[config.mk]
export PLATFORM = sky130hd
export DESIGN_NAME = axi_lite_regfile_flat
export DESIGN_NICKNAME = d
export VERILOG_FILES = /design/src/rtl/axi_lite_pkg.sv /design/src/rtl/axi_lite_regfile_if.sv /design/src/rtl/axi_regfile_irq.sv /design/src/rtl/axi_lite_regfile.sv /design/src/flat_wrapper.sv
export SDC_FILE = /design/constraint.sdc
export NUM_CORES = 1
export LEC_CHECK = 0
export CAP_MARGIN = 30
export CORE_AREA = 2 2 176 247
export DETAILED_ROUTE_END_ITERATION = 10
export DIE_AREA = 0 0 178 249
export HOLD_SLACK_MARGIN = 0.12
export PLACE_DENSITY = 0.68
export SETUP_SLACK_MARGIN = 0.2
export SLEW_MARGIN = 0
export SYNTH_ARGS = -nofsm -noshare
export SYNTH_HDL_FRONTEND = slang
export SYNTH_SLANG_ARGS = --single-unit
[constraint.sdc]
create_clock -name clk -period 2.4 [get_ports clk]
set_input_delay 0.48 -clock clk [delete_from_list [all_inputs] [get_ports clk]]
set_output_delay 0.48 -clock clk [all_outputs]
set_load 0.005 [all_outputs]
[src/rtl/axi_lite_pkg.sv]
// Shared types, response codes, register offsets and the
// address decode used by both regfile read and write paths.
package axi_lite_pkg;

  typedef logic [31:0] data_t;
  typedef logic [31:0] addr_t;
  typedef logic [1:0]  resp_t;

  localparam resp_t RESP_OKAY   = 2'b00;
  localparam resp_t RESP_SLVERR = 2'b10;

  localparam logic [7:0] OFF_ID       = 8'h00;
  localparam logic [7:0] OFF_WR_CNT   = 8'h04;
  localparam logic [7:0] OFF_RD_CNT   = 8'h08;
  localparam logic [7:0] OFF_IRQ_STAT = 8'h0C;
  localparam logic [7:0] OFF_IRQ_MASK = 8'h10;
  localparam logic [7:0] OFF_USER     = 8'h20;

  typedef enum logic [2:0] {
    SEL_NONE,
    SEL_ID,
    SEL_WR_CNT,
    SEL_RD_CNT,
    SEL_IRQ_STAT,
    SEL_IRQ_MASK,
    SEL_USER
  } sel_e;

  typedef struct packed {
    sel_e       sel;
    logic [4:0] uidx;
    logic       ro;
  } dec_t;

  typedef enum logic {
    W_IDLE,
    W_ACK
  } wstate_e;

  function automatic dec_t decode(
    input addr_t       a,
    input int unsigned nregs,
    input logic        irq_en
  );
    dec_t       d;
    logic [7:0] off;
    logic [7:0] ulim;
    d.sel  = SEL_NONE;
    d.uidx = '0;
    d.ro   = 1'b0;
    off    = a[7:0];
    ulim   = OFF_USER + 8'(nregs * 4);
    // Upper bits must be zero so e.g. 0x200 does not alias ID.
    if (a[31:8] == '0 && a[1:0] == 2'b00) begin
      unique case (1'b1)
        off == OFF_ID: begin
          d.sel = SEL_ID;
          d.ro  = 1'b1;
        end
        off == OFF_WR_CNT: begin
          d.sel = SEL_WR_CNT;
          d.ro  = 1'b1;
        end
        off == OFF_RD_CNT: begin
          d.sel = SEL_RD_CNT;
          d.ro  = 1'b1;
        end
        irq_en && off == OFF_IRQ_STAT:
          d.sel = SEL_IRQ_STAT;
        irq_en && off == OFF_IRQ_MASK:
          d.sel = SEL_IRQ_MASK;
        off >= OFF_USER && off < ulim: begin
          d.sel  = SEL_USER;
          d.uidx = 5'((off - OFF_USER) >> 2);
        end
        default: ;
      endcase
    end
    return d;
  endfunction

endpackage

[src/rtl/axi_lite_regfile_if.sv]
// Write-commit / read-strobe bus between the AXI-lite
// slave front end and the register bank.
interface axi_lite_regfile_if;
  import axi_lite_pkg::*;

  addr_t waddr;
  data_t wdata;
  logic  wvalid;
  logic  wready;
  resp_t bresp;
  addr_t raddr;
  logic  rd_en;
  data_t rdata;
  resp_t rresp;

  modport master (
    output waddr, wdata, wvalid,
    output raddr, rd_en,
    input  wready, bresp,
    input  rdata, rresp
  );

  modport slave (
    input  waddr, wdata, wvalid,
    input  raddr, rd_en,
    output wready, bresp,
    output rdata, rresp
  );
endinterface

[src/rtl/axi_regfile_irq.sv]
// Sticky interrupt status (W1C, set wins), mask and
// registered irq output.
module axi_regfile_irq #(
  parameter int IRQ_W = 4
) (
  input  logic             clk,
  input  logic             rst,
  input  logic [IRQ_W-1:0] irq_src,
  input  logic             stat_we,
  input  logic             mask_we,
  input  logic [IRQ_W-1:0] wdata,
  output logic [IRQ_W-1:0] stat,
  output logic [IRQ_W-1:0] mask,
  output logic             irq
);

  logic [IRQ_W-1:0] stat_q, stat_d;
  logic [IRQ_W-1:0] mask_q, mask_d;
  logic             irq_q, irq_d;

  always_comb begin
    stat_d = stat_q;
    mask_d = mask_q;
    if (stat_we) stat_d = stat_q & ~wdata;
    stat_d = stat_d | irq_src;
    if (mask_we) mask_d = wdata;
    irq_d = |(stat_q & mask_q);
  end

  always_ff @(posedge clk or negedge rst) begin
    if (!rst) begin
      stat_q <= '0;
      mask_q <= '0;
      irq_q  <= 1'b0;
    end else begin
      stat_q <= stat_d;
      mask_q <= mask_d;
      irq_q  <= irq_d;
    end
  end

  assign stat = stat_q;
  assign mask = mask_q;
  assign irq  = irq_q;

endmodule

[src/rtl/axi_lite_regfile.sv]
// Register bank: ID, WR/RD counters, NUM_REGS user regs.
// IRQ stat/mask and irq port exist when AXI_REGFILE_IRQ_EN is defined.
module axi_lite_regfile
  import axi_lite_pkg::*;
#(
  parameter int          NUM_REGS = 8,
  parameter logic [31:0] ID_VALUE = 32'hA11E_0001,
  parameter logic [31:0] USER_RST = 32'h0,
  parameter int          IRQ_W    = 4
) (
  input  logic                     clk,
  input  logic                     rst,
  axi_lite_regfile_if.slave        bus,
  output logic [NUM_REGS*32-1:0]   user_q
`ifdef AXI_REGFILE_IRQ_EN
  ,
  input  logic [IRQ_W-1:0]         irq_src,
  output logic                     irq
`endif
);

`ifdef AXI_REGFILE_IRQ_EN
  localparam logic IRQ_EN = 1'b1;
`else
  localparam logic IRQ_EN = 1'b0;
`endif

  wstate_e state_q, state_d;
  resp_t   bresp_q, bresp_d;
  data_t   rdata_q, rdata_d;
  resp_t   rresp_q, rresp_d;
  data_t   wr_cnt_q, wr_cnt_d;
  data_t   rd_cnt_q, rd_cnt_d;
  data_t   usr_q [NUM_REGS];
  data_t   usr_d [NUM_REGS];

  dec_t    wdec;
  dec_t    rdec;
  logic    commit;
  logic    wok;
  data_t   rval;
  data_t   irq_stat_rd;
  data_t   irq_mask_rd;

  assign wdec   = decode(bus.waddr, NUM_REGS, IRQ_EN);
  assign rdec   = decode(bus.raddr, NUM_REGS, IRQ_EN);
  assign commit = (state_q == W_ACK);
  assign wok    = (wdec.sel != SEL_NONE) && !wdec.ro;

`ifdef AXI_REGFILE_IRQ_EN
  logic [IRQ_W-1:0] stat;
  logic [IRQ_W-1:0] mask;

  axi_regfile_irq #(
    .IRQ_W (IRQ_W)
  ) u_irq (
    .clk     (clk),
    .rst     (rst),
    .irq_src (irq_src),
    .stat_we (commit && wok && wdec.sel == SEL_IRQ_STAT),
    .mask_we (commit && wok && wdec.sel == SEL_IRQ_MASK),
    .wdata   (bus.wdata[IRQ_W-1:0]),
    .stat    (stat),
    .mask    (mask),
    .irq     (irq)
  );

  assign irq_stat_rd = {{(32-IRQ_W){1'b0}}, stat};
  assign irq_mask_rd = {{(32-IRQ_W){1'b0}}, mask};
`else
  assign irq_stat_rd = '0;
  assign irq_mask_rd = '0;
`endif

  always_comb begin
    rval = '0;
    unique case (rdec.sel)
      SEL_ID:       rval = ID_VALUE;
      SEL_WR_CNT:   rval = wr_cnt_q;
      SEL_RD_CNT:   rval = rd_cnt_q;
      SEL_IRQ_STAT: rval = irq_stat_rd;
      SEL_IRQ_MASK: rval = irq_mask_rd;
      SEL_USER: begin
        for (int i = 0; i < NUM_REGS; i++)
          if (rdec.uidx == 5'(i)) rval = usr_q[i];
      end
      default:      rval = '0;
    endcase
  end

  always_comb begin
    state_d  = state_q;
    bresp_d  = bresp_q;
    rdata_d  = rdata_q;
    rresp_d  = rresp_q;
    wr_cnt_d = wr_cnt_q;
    rd_cnt_d = rd_cnt_q;
    usr_d    = usr_q;

    unique case (state_q)
      W_IDLE:  if (bus.wvalid) state_d = W_ACK;
      W_ACK:   state_d = W_IDLE;
      default: state_d = W_IDLE;
    endcase

    // Commit happens on the edge leaving W_ACK.
    if (commit) begin
      bresp_d = wok ? RESP_OKAY : RESP_SLVERR;
      if (wok) wr_cnt_d = wr_cnt_q + 32'd1;
      if (wok && wdec.sel == SEL_USER) begin
        for (int i = 0; i < NUM_REGS; i++)
          if (wdec.uidx == 5'(i)) usr_d[i] = bus.wdata;
      end
    end

    if (bus.rd_en) begin
      rd_cnt_d = rd_cnt_q + 32'd1;
      rdata_d  = rval;
      rresp_d  = (rdec.sel == SEL_NONE) ? RESP_SLVERR
                                        : RESP_OKAY;
    end
  end

  always_ff @(posedge clk or negedge rst) begin
    if (!rst) begin
      state_q  <= W_IDLE;
      bresp_q  <= RESP_OKAY;
      rdata_q  <= '0;
      rresp_q  <= RESP_OKAY;
      wr_cnt_q <= '0;
      rd_cnt_q <= '0;
      for (int i = 0; i < NUM_REGS; i++)
        usr_q[i] <= USER_RST;
    end else begin
      state_q  <= state_d;
      bresp_q  <= bresp_d;
      rdata_q  <= rdata_d;
      rresp_q  <= rresp_d;
      wr_cnt_q <= wr_cnt_d;
      rd_cnt_q <= rd_cnt_d;
      usr_q    <= usr_d;
    end
  end

  assign bus.wready = (state_q == W_ACK);
  assign bus.bresp  = bresp_q;
  assign bus.rdata  = rdata_q;
  assign bus.rresp  = rresp_q;

  for (genvar g = 0; g < NUM_REGS; g++) begin : g_user
    assign user_q[g*32 +: 32] = usr_q[g];
  end

endmodule

[src/flat_wrapper.sv]
// flat-port wrapper written by rule: the top's interface ports become plain ports
module axi_lite_regfile_flat import axi_lite_pkg::*;
#(
  parameter int          NUM_REGS = 8,
  parameter logic [31:0] ID_VALUE = 32'hA11E_0001,
  parameter logic [31:0] USER_RST = 32'h0,
  parameter int          IRQ_W    = 4
)
  (clk, rst, user_q, bus_waddr, bus_wdata, bus_wvalid, bus_raddr, bus_rd_en, bus_wready, bus_bresp, bus_rdata, bus_rresp);
  axi_lite_regfile_if bus_i ();
  input  logic clk;
  input  logic rst;
  output logic [NUM_REGS*32-1:0] user_q;
  input wire logic [$bits(bus_i.waddr)-1:0] bus_waddr;
  input wire logic [$bits(bus_i.wdata)-1:0] bus_wdata;
  input wire logic [$bits(bus_i.wvalid)-1:0] bus_wvalid;
  input wire logic [$bits(bus_i.raddr)-1:0] bus_raddr;
  input wire logic [$bits(bus_i.rd_en)-1:0] bus_rd_en;
  output wire logic [$bits(bus_i.wready)-1:0] bus_wready;
  output wire logic [$bits(bus_i.bresp)-1:0] bus_bresp;
  output wire logic [$bits(bus_i.rdata)-1:0] bus_rdata;
  output wire logic [$bits(bus_i.rresp)-1:0] bus_rresp;
  assign bus_i.waddr = bus_waddr;
  assign bus_i.wdata = bus_wdata;
  assign bus_i.wvalid = bus_wvalid;
  assign bus_i.raddr = bus_raddr;
  assign bus_i.rd_en = bus_rd_en;
  assign bus_wready = bus_i.wready;
  assign bus_bresp = bus_i.bresp;
  assign bus_rdata = bus_i.rdata;
  assign bus_rresp = bus_i.rresp;
  axi_lite_regfile #(.NUM_REGS(NUM_REGS), .ID_VALUE(ID_VALUE), .USER_RST(USER_RST), .IRQ_W(IRQ_W)) u_core (.clk(clk), .rst(rst), .bus(bus_i), .user_q(user_q));
endmodule
==> metrics.md, run 1 <==
| Metric | Value |
|---|---|
| # rows | 89 |
| Initial antenna violation count | 3 |
| Post-synthesis instance area | 16600 um^2 |
| Total GRT Usage | 0.320 |
| Final Power | 13300 uW |
| Total die area | 44300 um^2 |
| P_sw | 3160 uW |
| CTS Buffer Depth | 3 |
| Antenna Violating Nets Remaining | 0 |
| Final hold violations | 0 |
| Global route overflow | 0 |
| Clock sinks | 355 |
| Share of cells above drive strength 1 | 0.399 |
| Tcrit/Tclk final | 1.04 |
| RSZ-0062 raised after global routing | yes |
| Initial core utilization | 0.395 |
| Routability cong. | 0.923 |
| CP bufs+invs | 7 |
| VDD IR max | 412 uV |
| Most common cell after layout, fill and taps aside | dfrtp_1 |
| Ports | 393 |
| Final min period | 2490 ps |
| Syn Inst Count | 1336 |
| DRC | 0 |
| Kind of critical path | primary input to register |
| Post-synth EDFFs | 0 |
| Endpoints failing setup | 109 |
| Worst hold slack | 463 ps |
| Port Buffers | 390 |
| Most used flip-flop cell after synthesis | dfrtp_1 |
| CP peak stage delay | 440 ps |
| 1st-iter DRT viols | 1276 |
| Die Height | 249 um |
| Clock slew at reported path FFs | 50 ps |
| Critical path data required time | 2820 ps |
| Reg2reg setup slack | -80 ps |
| Max-cap violations | 0 |
| Largest fanout on the critical path | 6 |
| First-pass GRT wire length | 105000 um |
| Worst skew pair latency | 550 ps |
| Status | complete, but fails checks |
| Nets | 2080 |
| Clock H-tree levels | 2 |
| CTS Buf Count | 38 |
| Crit-path cells | clkdlybuf4s50_1 > nor4_4 > nand4_1 > buf_4 > nor2_4 > nand2_4 > buf_6 > buf_6 > nor4_4 > buf_6 > buf_12 > buf_12 > mux2_2 |
| Post-synth ARST share | 1.00 |
| Die X | 178 um |
| Core Area | 42000 um^2 |
| Relative slew slack | 0.558 |
| Critical path capture point type | register |
| Via-to-Cell Ratio | 5.99 |
| FF+latch count, synth | 355 |
| CTS root buffer | clkbuf_16 |
| Logic pwr share | 0.062 |
| Largest net degree at the start of global routing | 73 |
| CTS tree | done |
| Synth cell types | 62 |
| Slowest-stage cell, CP | clkdlybuf4s50_1 |
| Post-synthesis sequential area ratio | 0.535 |
| Switch share | 0.238 |
| Startpoint types | primary input |
| Failing checks | setup timing |
| TritonRoute pass-1 iters | 7 |
| Tightest Pin Transition | 662 ps |
| PwrDens | 475 nW/um^2 |
| PnR worst setup slack | -87.7 ps |
| Syn avg cell area | 12.4 um^2 |
| Most common cell on crit path | buf_6 |
| Pleak | 0.0123 uW |
| Max Fclk | 402 MHz |
| Fin. max-slew vios | 0 |
| Clk pwr share | 0.476 |
| CP delay by family, top | buffers and inverters |
| Skew final | 19.0 ps |
| Detail Placement HPWL | 47000 um |
| CP arrival | 2910 ps |
| Number of global-route vias before repair | 15786 |
| Worst Hold Class | primary input to async pin |
| Most frequent cells in the layout | dfrtp_1, clkdlybuf4s50_1, mux2_4 |
| Area grow syn2layout | 68.3% |
| Flop pwr share | 0.462 |
| DR vias | 15303 |
| WL per Instance | 29.3 um |
| Internal power | 10100 uW |
| Final WL | 74700 um |
| Synth warn | 0 |
[worst register-to-register path: stages, from the launching register on]
cell	delay, ps
dfrtp_1	340
nor4b_4	230
nand4_1	200
buf_4	200
nor2_4	130
nand2_4	80
buf_6	140
buf_6	120
nor4_4	140
buf_6	160
buf_12	140
buf_12	150
mux2_2	330
[cell usage after synthesis (5+ instances only)]
master	instances	area, um^2
o21ai_1	9	45.0
nor3_1	15	75.1
o21ai_0	29	145
nand4_1	20	125
a221oi_1	10	87.6
nand2b_1	11	68.8
o211ai_1	6	45.0
nor2b_1	15	93.8
a22o_1	43	377
and2_1	8	50.1
and3_1	11	68.8
a22oi_1	22	165
o2bb2ai_1	8	70.1
a21o_1	13	97.6
and4_1	9	78.8
buf_1	5	18.8
o22ai_1	6	37.5
inv_1	16	60.1
a41oi_1	6	52.6
mux2_2	250	2820
a222oi_1	14	140
o2111ai_1	6	52.6
xnor2_1	50	438
a211oi_1	16	120
mux2_1	34	383
nand2_1	53	199
nor4_2	6	75.1
nor4_1	21	131
buf_2	31	155
dfrtp_1	355	8880
o22a_1	6	52.6
nand3_1	33	165
a221o_1	6	60.1
clkbuf_1	47	176
a21oi_1	35	175
xor2_1	12	105
o221ai_1	26	228
nor2_1	36	135
[through the flow]
stage | util | instances | setup slack (ps) | cell area [um^2] | TNS (ps)
2_1_floorplan | - | 1337 | -45.1 | 17100 | -2880
3_3_place_gp | 0.546 | 2358 | -931 | 22900 | -207240
3_5_place_dp | 0.546 | 2358 | -929 | 22900 | -217700
4_1_cts | 0.637 | 2520 | -82.1 | 26700 | -3310
5_1_grt | 0.666 | 2553 | -169 | 27900 | -16170
6_report | 0.666 | 2553 | -87.7 | 27900 | -4260
[flip-flops by register name (all words and copies together) (netlist names)]
name / count
u_core.rd_cnt_q: 32
u_core.user_q: 256
u_core.bus.rresp: 1
u_core.wr_cnt_q: 32
u_core.bus.wready: 1
u_core.bus.rdata: 32
u_core.bus.bresp: 1
[layer usage]
| layer | GRT usage | wire, um | vias to the layer above |
|---|---|---|---|
| met5 | 0 | 0 | - |
| met3 | 0.0725 | 5990 | 239 |
| li1 | - | - | 6340 |
| met1 | 0.375 | 27300 | 7874 |
| met4 | 0.192 | 5310 | 0 |
| met2 | 0.528 | 36100 | 850 |
[power groups by stage]
stage	sequential, uW	combinational (uW)	clock (uW)
finish	6140	822	6320
global route	6150	877	6590
CTS	6130	789	6330
detailed placement	6240	772	0
global placement	6230	751	0
floorplan	6220	218	0
[final timing paths]
check,cells past startpoint,from,endpoint
setup / recovery,13,bus_waddr[23],u_core.user_q[66]
hold / removal,2,rst,u_core.user_q[100]
setup reg to reg,12,u_core.bus.wready,u_core.user_q[66]
hold reg to reg,1,u_core.rd_cnt_q[31],u_core.rd_cnt_q[31]
max in group asynchronous,3,rst,u_core.wr_cnt_q[4]
min in group clk,1,u_core.rd_cnt_q[31],u_core.rd_cnt_q[31]
[cells by family after synthesis]
logic type               Yosys count  synth area share
flip-flops                       355             0.535
adder cells (fa/ha/maj)            4           0.00301
buffers and inverters            103            0.0263
other                              1          0.000226
AND/OR/NAND/NOR                  260            0.0895
AO/OA/AOI/OAI                    267             0.120
multiplexers                     284             0.193
XOR/XNOR                          62            0.0327
[timing repair]
action | 4_1_cts | 5_1_grt
setup buffers | 63 | 18
pin swaps | 52 | 53
hold buffers | 1 | 0
hold endpoints to repair | 45 | 0
cloned | 30 | 12
endpoints found under the setup margin | 290 | 304
resized for setup | 367 | 201
[final cells by class]
class	count	area (um^2)
diodes	3	7.51
repair buffers	685	7740
clock inverters	13	183
clock buffers	55	1140
inverters	17	63.8
well taps	546	683
flip-flops and latches	355	8890
fillers	2934	14000
multi-input cells	879	9240
No activity file was read; power rests on OpenSTA's default activity.
==> run 2, diff against run 1 <==
- CORE_AREA: 2 2 176 247 -> 2 2 207 209
- DIE_AREA: 0 0 178 249 -> 0 0 209 211
- PLACE_DENSITY: 0.68 -> 0.65
==> run 2 against run 1 <==
  * The run still ends with setup timing left
  * Global-route usage shrank 1.5 points
  * Design area fell by 4.4%
  * Largest cell class is now registers
  * Die area decreased by 0.50%
==> metrics.md, run 2 (synthesis results as in run 1) <==
| Metric | Value |
|---|---|
| Fin. max-slew vios | 0 |
| Startpoint types | primary input |
| Final hold violations | 0 |
| Global route overflow | 0 |
| Endpoints failing setup | 8 |
| Via-to-Cell Ratio | 5.89 |
| Skew final | 13.3 ps |
| Area grow syn2layout | 61.0% |
| Filler instances | 3070 |
| # rows | 75 |
| Routability cong. | 0.935 |
| Detail Placement HPWL | 45900 um |
| Clock H-tree levels | 2 |
| Util after Layout | 0.640 |
| Max-cap violations | 0 |
| PwrDens | 489 nW/um^2 |
| Number of diodes | 0 |
| Final WL | 70500 um |
| CTS Buffer Depth | 3 |
| RSZ-0062 raised after global routing | yes |
| Slowest-stage cell, CP | or3_4 |
| Place WS | -902 ps |
| Most frequent cells in the layout | dfrtp_1, clkdlybuf4s50_1, mux2_4 |
| Relative slew slack | 0.525 |
| Final min period | 2430 ps |
| Critical path data required time | 2810 ps |
| Status | complete, but fails checks |
| Final Power | 13100 uW |
| CP delay by family, top | simple AND/OR/NAND/NOR gates |
| RR Endpoint | u_core.user_q[158] |
| Most common cell after layout, fill and taps aside | dfrtp_1 |
| Final Cell Area | 26700 um^2 |
| Worst skew pair latency | 530 ps |
| Total die area | 44100 um^2 |
| Reg2reg setup slack | 20 ps |
| Largest net degree at the start of global routing | 77 |
| CTS Buf Count | 40 |
| Worst hold stages | 1 |
| Setup TNS Final | -134 ps |
| Tcrit/Tclk final | 1.01 |
| Tightest Pin Transition | 713 ps |
| HP Start | u_core.rd_cnt_q[31] |
| Antenna Violating Nets Remaining | 0 |
| Cell Area, Placed | 22900 um^2 |
| Critical path depth | 10 |
| First-pass GRT wire length | 100000 um |
| CTS root buffer | clkbuf_16 |
| DRC | 0 |
| Total GRT Usage | 0.305 |
| Number of global-route vias before repair | 15078 |
| WHS Endpoint | u_core.rd_cnt_q[31] |
| Die X | 209 um |
| RR Startpoint | u_core.bus.wready |
| Critical path capture point type | register |
| Max Fclk | 412 MHz |
| Max reg flops | 256 |
| Crit-path cells | clkdlybuf4s15_1 > nor4b_4 > buf_4 > nand4_1 > or3_4 > buf_6 > nor4b_4 > buf_6 > buf_12 > mux2_4 |
| CTS tree | done |
| 1st-iter DRT viols | 1229 |
| TritonRoute pass-1 iters | 6 |
| Port Buffers | 390 |
| Largest fanout on the critical path | 8 |
| Pleak | 0.0118 uW |
| Kind of critical path | primary input to register |
| Core Area | 41800 um^2 |
| Die Height | 211 um |
| Initial core utilization | 0.398 |
| CP bufs+invs | 5 |
| Ports | 393 |
| CP arrival | 2830 ps |
| PnR worst setup slack | -27.2 ps |
| WL per Instance | 28.2 um |
| Worst Hold Class | register to register |
| Clock sinks | 355 |
| Failing checks | setup timing |
| DR vias | 14720 |
| Worst reg2reg path depth | 8 |
| Critical path launch point | bus_waddr[1] |
| Share of cells above drive strength 1 | 0.369 |
| Initial antenna violation count | 0 |
| Clock slew at reported path FFs | 60 ps |
| VDD IR max | 424 uV |
| Nets | 2037 |
| CP peak stage delay | 450 ps |
## run 2: metrics by stage
| stage | hold slack [ps] | instances |
|---|---|---|
| final | 460 | 2500 |
| after global routing | 493 | 2500 |
| after CTS | 460 | 2476 |
| after detailed placement | 450 | 2351 |
| after global placement | 450 | 2351 |
| after floorplan | 184 | 1337 |
## run 2: area by class of cell
type	instances	area (um^2)	area share
tap	539	674	0.0252
clock inverter	6	55.1	0.00206
multi-input combinational	879	8720	0.326
sequential	355	8880	0.332
inverter	17	63.8	0.00239
timing repair buffer	640	7080	0.265
clock buffer	64	1250	0.0469
## run 2: where the power goes
group	switching [uW]	total, uW	internal [uW]
combinational	475	804	329
clock	2470	6130	3660
sequential	89.1	6140	6050
total	3030	13100	10000
## run 2: routing by layer
layer	GRT usage	vias to the layer above	wire (um)
li1	-	6244	-
met1	0.410	7602	28400
met2	0.488	734	33000
met3	0.0636	140	6270
met4	0.111	0	2840
met5	0	-	0
## run 2: worst max-delay path by stage
| stage | to | slack [ps] |
|---|---|---|
| final | u_core.user_q[158] | -30 |
| after global routing | u_core.user_q[138] | -90 |
| after CTS | u_core.user_q[138] | -30 |
| after detailed placement | u_core.user_q[33] | -900 |
| after global placement | u_core.user_q[33] | -920 |
| after floorplan | u_core.user_q[194] | -50 |
## run 2: what timing repair did
item                       4_1_cts  5_1_grt
setup endpoints to repair      306      292
setup buffers                   33       14
hold buffers                     1        0
cloned                          21       10
pin swaps                       59       43
resized for setup              217      224
hold endpoints to repair        62        0
==> RTL edit 1, RTL diff (config.mk and constraints of run 2) <==
`IRQ_EN`: 1'b0 -> 1'b1.
--- a/src/rtl/axi_lite_regfile.sv
+++ b/src/rtl/axi_lite_regfile.sv
@@ -22,7 +22,7 @@
 `ifdef AXI_REGFILE_IRQ_EN
   localparam logic IRQ_EN = 1'b1;
 `else
-  localparam logic IRQ_EN = 1'b0;
+  localparam logic IRQ_EN = 1'b1;
 `endif
 
   wstate_e state_q, state_d;
Formal check against the unedited RTL: not equivalent (Yosys sat finds a counterexample within 4 cycles, from zero or initial values and one cycle with rst low).
==> RTL edit 1 against run 2 <==
Total power increased by 0.30%; sequential cell count unchanged; combinational power increased by 9.3%; via count increased by 1.6%; critical path depth increased by 1; design area decreased by 5.2%; worst hold slack got worse by 0.029 ns; wire length decreased by 0.73%; setup slack improved by 0.22 ns; area after synthesis increased by 2.5%; sequential power about the same; critical path type unchanged; critical endpoint is now u_core.user_q[58].
==> RTL edit 1: results (changes against run 2) <==
Drt
  • Met3 WL: 6080 um (-3.0%)
  • Vias: 14957 (+1.6%)
  • Final WL: 70000 um (-0.73%)
  • DRT iter0 DRCs: 1060 (-14%)
  • Met2 wire length: 33400 um (+1.0%)
  • 1st-pass router iterations: 5 (-1)
  • Met1 Wirelength: 26900 um (-5.2%)
  • Top routing layer used: met4

Clock network
  • Clock slew seen by the registers of the worst setup and hold paths: 0.06 ns (about the same)
  • Clock Tree Root: clkbuf_16
  • Worst-Skew Late Latency: 0.55 ns (+0.02 ns)
  • H-tree levels: 2 (unchanged)
  • TritonCTS buffer count: 40 (unchanged)
  • Buffer depth of the longest clock path: 3 (unchanged)

Timing
  • Achievable clock frequency: 452 MHz (+9.8%)
  • Hold WS: 0.432 ns (-0.0286 ns)
  • Clk_skew: 0.0200 ns (+0.00670 ns)

Critical path
  • FF-to-FF setup slack: 0.19 ns (+0.17 ns)
  • CP top delay family: buffers and inverters
  • Slowest stage cell, crit path: clkdlybuf4s50_1
  • Critical R2R Launch: u_core.bus.wready
  • Reg2reg end: u_core.user_q[58]
  • CP max stage delay: 0.42 ns (-0.03 ns)
  • CP arrival: 2.64 ns (-0.19 ns)
  • CP Max Fanout: 8 (unchanged)
  • Reg2Reg Depth: 11 (+3)

Pwr
  • Pleak: 11.8 nW (about the same)
  • Max VDD drop: 0.000455 V (+7.4%)

Finish
  • Max reg flops: 256 (unchanged)
  • Inserted Diodes: 0 (unchanged)
  • Share of cells above drive strength 1: 31.1% (-5.8 points)
  • Nets: 2082 (+2.2%)
  • Finished Layout Cells: 2544 (+1.8%)

Placement
  • Placed Instances: 2432 (+3.4%)
  • Post-DP HPWL: 48800 um (+6.1%)
  • Pre-CTS WS: -0.627 ns (+0.275 ns)
  • Port bufs: 390 (unchanged)
  • GPL Wtd Cong: 0.951 (+1.7%)

Synth
  • Share of the synthesized area in the top cell type: 52.2% (-1.3 points)
  • Share of synthesized registers carrying an async set or reset: 100% (unchanged)
  • Dominant cells by area after synthesis: dfrtp_1 (52%), mux2_2 (17%), mux2i_1 (3.1%), and3_1 (2.1%), xnor2_1 (2.1%)
  • Share of the yosys chip area belonging to registers: 52.2% (-1.3 points)
  • Synth warnings: 0 (unchanged)
  • Commonest cells in the netlist: dfrtp_1 (355), mux2_2 (261), nand2_1 (63)
  • Avg Cell Area, Syn: 11.7 um^2 (-5.9%)
  • Synth Flop Type: dfrtp_1
  • Post-synth cell types: 59 (-4.8%)

Global route
  • Met2 Use GR: 52.2% (+3.3 points)
  • Met1 usage: 37.6% (-3.4 points)
  • Initial antenna violation count: 0 (unchanged)
  • Largest net degree at the start of global routing: 64 (-17%)
  • Global-route wire length before repair: 102000 um (+1.5%)
  • Tot GR Track Use: 31.3% (+0.83 points)
  • Met3 usage: 8.58% (+2.2 points)

Status
  • Outcome: finished, final reports clean

Hold path
  • HP Class: primary input to asynchronous set/reset pin
[RTL edit 1: changes by cell type in the layout (fill, tap and decap cells not counted), sizes merged, moves of 23 or more]
cell / change
o21ai: +46
and3: +47
a21boi: +28
buf: -47
clkbuf: -28
mux2i: +52
nand3: +23
o221ai: -23
a22o: -43
[RTL edit 1: logic make-up (layout without fill, tap and decap cells)]
| kind of cell | after synthesis | count (layout) | synth area share [%] |
|---|---|---|---|
| xor gates and xnor gates | 63 | 63 | 3.24 |
| adders and majority gates | 3 | 3 | 0.221 |
| buffers and inverters | 111 | 660 | 2.87 |
| DFF | 355 | 355 | 52.2 |
| and+or+nand+nor | 356 | 356 | 11.4 |
| other | 1 | 2 | 0.0220 |
| AOI/OAI and AO/OA | 251 | 251 | 9.52 |
| muxes | 315 | 315 | 20.5 |
[RTL edit 1: how the worst max path moves through the flow]
stage / from / end / slack, ns / cells past startpoint
3_5_place_dp: bus_raddr[6] / u_core.bus.rdata[17] / -0.63 / 11
3_3_place_gp: bus_raddr[9] / u_core.bus.rdata[8] / -0.62 / 10
5_1_grt: bus_waddr[1] / u_core.user_q[58] / 0.1 / 11
2_1_floorplan: bus_raddr[6] / u_core.bus.rdata[0] / 0.09 / 9
6_report: bus_waddr[1] / u_core.user_q[58] / 0.19 / 11
4_1_cts: u_core.bus.wready / u_core.user_q[61] / 0.18 / 10
[RTL edit 1: repair_timing]
item,CTS,global route
pin swaps,25,30
hold buffers,1,0
gates cloned,8,2
buffers inserted,27,6
resized for setup,134,90
endpoints found under the hold margin,38,0
endpoints found under the setup margin,188,190
[RTL edit 1: power by group]
group          internal [W]  switching (W)  total [W]
logic              0.000370       0.000509   0.000879
registers           0.00604      0.0000861    0.00613
clock network       0.00363        0.00247    0.00611
[RTL edit 1: stage by stage]
step                      setup TNS [ns]  cell area, um^2
after floorplan                        0            17100
after global placement           -109.81            22800
after detailed placement         -117.52            22800
after CTS                              0            24900
after global routing                   0            25300
final                                  0            25300
[RTL edit 1: area by class of cell]
| class | count | area, um^2 |
|---|---|---|
| Tap cell | 539 | 674 |
| Multi-Input combinational cell | 990 | 8310 |
| Sequential cell | 355 | 8880 |
| Timing Repair Buffer | 580 | 6120 |
| Inverter | 12 | 57.6 |
| Fill cell | 3304 | 16400 |
| Clock inverter | 9 | 95.1 |
| Clock buffer | 59 | 1190 |
[RTL edit 1: worst register-to-register path, cell delays in order (launching register included)]
cell	delay (ns)
dfrtp_1	0.36
nor4b_4	0.21
nand4_1	0.14
buf_6	0.16
buf_6	0.11
nor4_4	0.15
buf_4	0.17
buf_6	0.11
nand2_8	0.08
buf_12	0.17
buf_16	0.15
mux2_4	0.30
==> RTL edit 2, RTL diff (config.mk and constraints of run 2) <==
Made on the original files. Reset style: synchronous (`rst`), changed in one clocked block.
--- a/src/rtl/axi_lite_regfile.sv
+++ b/src/rtl/axi_lite_regfile.sv
@@ -121,7 +121,7 @@
     end
   end
 
-  always_ff @(posedge clk or negedge rst) begin
+  always_ff @(posedge clk) begin
     if (!rst) begin
       state_q  <= W_IDLE;
       bresp_q  <= RESP_OKAY;
Function: differs if rst is asserted again (counterexample within 4 cycles, from zero or initial values and one cycle with rst low); with rst held inactive, the same outputs for 4 cycles.
==> RTL edit 2 against run 2 <==
Design area shrank 7.7%; combinational power down 9.7%; synthesized cell count increased by 57%; critical path depth up 1; total power fell by 0.49%; count of clock-buffer cells in the layout increased by 2; wire length shrank 1.2%; setup slack improved by 0.28 ns; sequential share of layout area down 4.4 points; sequential cell count stayed put; maximum frequency is 13% higher; area after synthesis is 3.5% higher; register-to-register slack improved by 0.26 ns; largest cell class is now multi-input gates; largest power group is now the clock network.
==> RTL edit 2: results (changes against run 2) <==
Status
  • Outcome: finished, final reports clean

Finish
  • Storage cell area: 7110 um^2 (-20%)
  • Design area: 24700 um^2 (-7.7%)
  • Multi-input logic area: 9510 um^2 (+9.0%)
  • Filler cell count: 3636 (+18%)
  • Bufs w/o clock: 557 (-13%)
  • Nets: 2611 (+28%)
  • Share of cells above drive strength 1: 12.7% (-24 points)
  • Nonclk inv count: 38 (+21)
  • Final-layout clock-cell area share: 5.53% (+0.64 points)
  • Comb_multi_in: 1513 (+72%)
  • NonClk Buf Share: 23.7% (-2.7 points)
  • Clock buf count: 66 (+3.1%)

Critical path
  • CP max stage delay: 0.39 ns (-0.06 ns)
  • Slowest stage cell, crit path: nor4b_4
  • CP arrival: 2.58 ns (-0.25 ns)
  • CP top delay family: buffers and inverters

Timing
  • Clk_skew: 0.0133 ns (+0.0000798 ns)
  • Worst-Margin Slew: 0.710 ns (-0.00298 ns)

Drt
  • Met3 WL: 6690 um (+6.8%)
  • Vias: 17371 (+18%)
  • DRT iter0 DRCs: 1585 (+29%)
  • Met2 wire length: 31400 um (-5.0%)
  • Met1 Wirelength: 29300 um (+3.1%)
  • Vias per cell: 5.64 (-4.2%)
  • Final WL: 69700 um (-1.2%)

Clock network
  • TritonCTS buffer count: 42 (+5.0%)

Global route
  • Global-route wire length before repair: 102000 um (+2.0%)
  • Met3 usage: 7.61% (+1.2 points)
  • Met2 Use GR: 47.6% (-1.2 points)
  • Initial antenna violation count: 1 (+1)
  • Largest net degree at the start of global routing: 156 (+100%)
  • Met1 usage: 39.9% (-1.1 points)
  • Tot GR Track Use: 30.1% (-0.33 points)
  • Vias in the first global route: 16641 (+10%)

Synth
  • XOR/XNOR share of the synthesized area: 2.04% (-1.2 points)
  • Post-synth cell types: 72 (+16%)
  • Synth Flop Type: dfxtp_1
  • Post-Synth Adder-Cell Area: 0.291% (-0.010 points)
  • Mux cell area share after synthesis: 2.21% (-17 points)

Placement
  • Pre-CTS WS: -0.953 ns (-0.0506 ns)
  • GPL Wtd Cong: 0.894 (-4.3%)
  • Placed Instances: 2966 (+26%)
  • Placed Area: 22200 um^2 (-3.0%)

Hold path
  • HP Class: primary input to register

Pwr
  • Pleak: 8.79 nW (-25%)
  • Max VDD drop: 0.000452 V (+6.7%)
RTL edit 2: where the power goes:
group          internal (W)  switching (W)
clock network       0.00382        0.00256
registers           0.00590     0.00000471
logic              0.000316       0.000410
total                0.0100        0.00298
RTL edit 2: worst paths after layout:
check,from,end,slack (ns),cells past startpoint
setup / recovery,bus_raddr[5],u_core.bus.rdata[0],0.25,11
hold / removal,rst,u_core.user_q[178],0.35,2
setup reg to reg,u_core.wr_cnt_q[4],u_core.wr_cnt_q[29],0.28,7
hold reg to reg,u_core.bus.wready,u_core.bus.wready,0.46,1
RTL edit 2: logic make-up (layout without fill, tap and decap cells):
logic type,after synthesis,after routing
AO/OA/AOI/OAI,551,551
buffers and inverters,236,670
other,1,3
AND/OR/NAND/NOR,878,878
XOR/XNOR,40,40
flip-flops,355,355
multiplexers,38,38
adder cells (fa/ha/maj),4,4
RTL edit 2: repair_timing:
action / CTS / global route
gates cloned: 6 / 5
resized for setup: 75 / 95
setup endpoints to repair: 32 / 256
pin swaps: 33 / 31
buffers inserted: 18 / 7
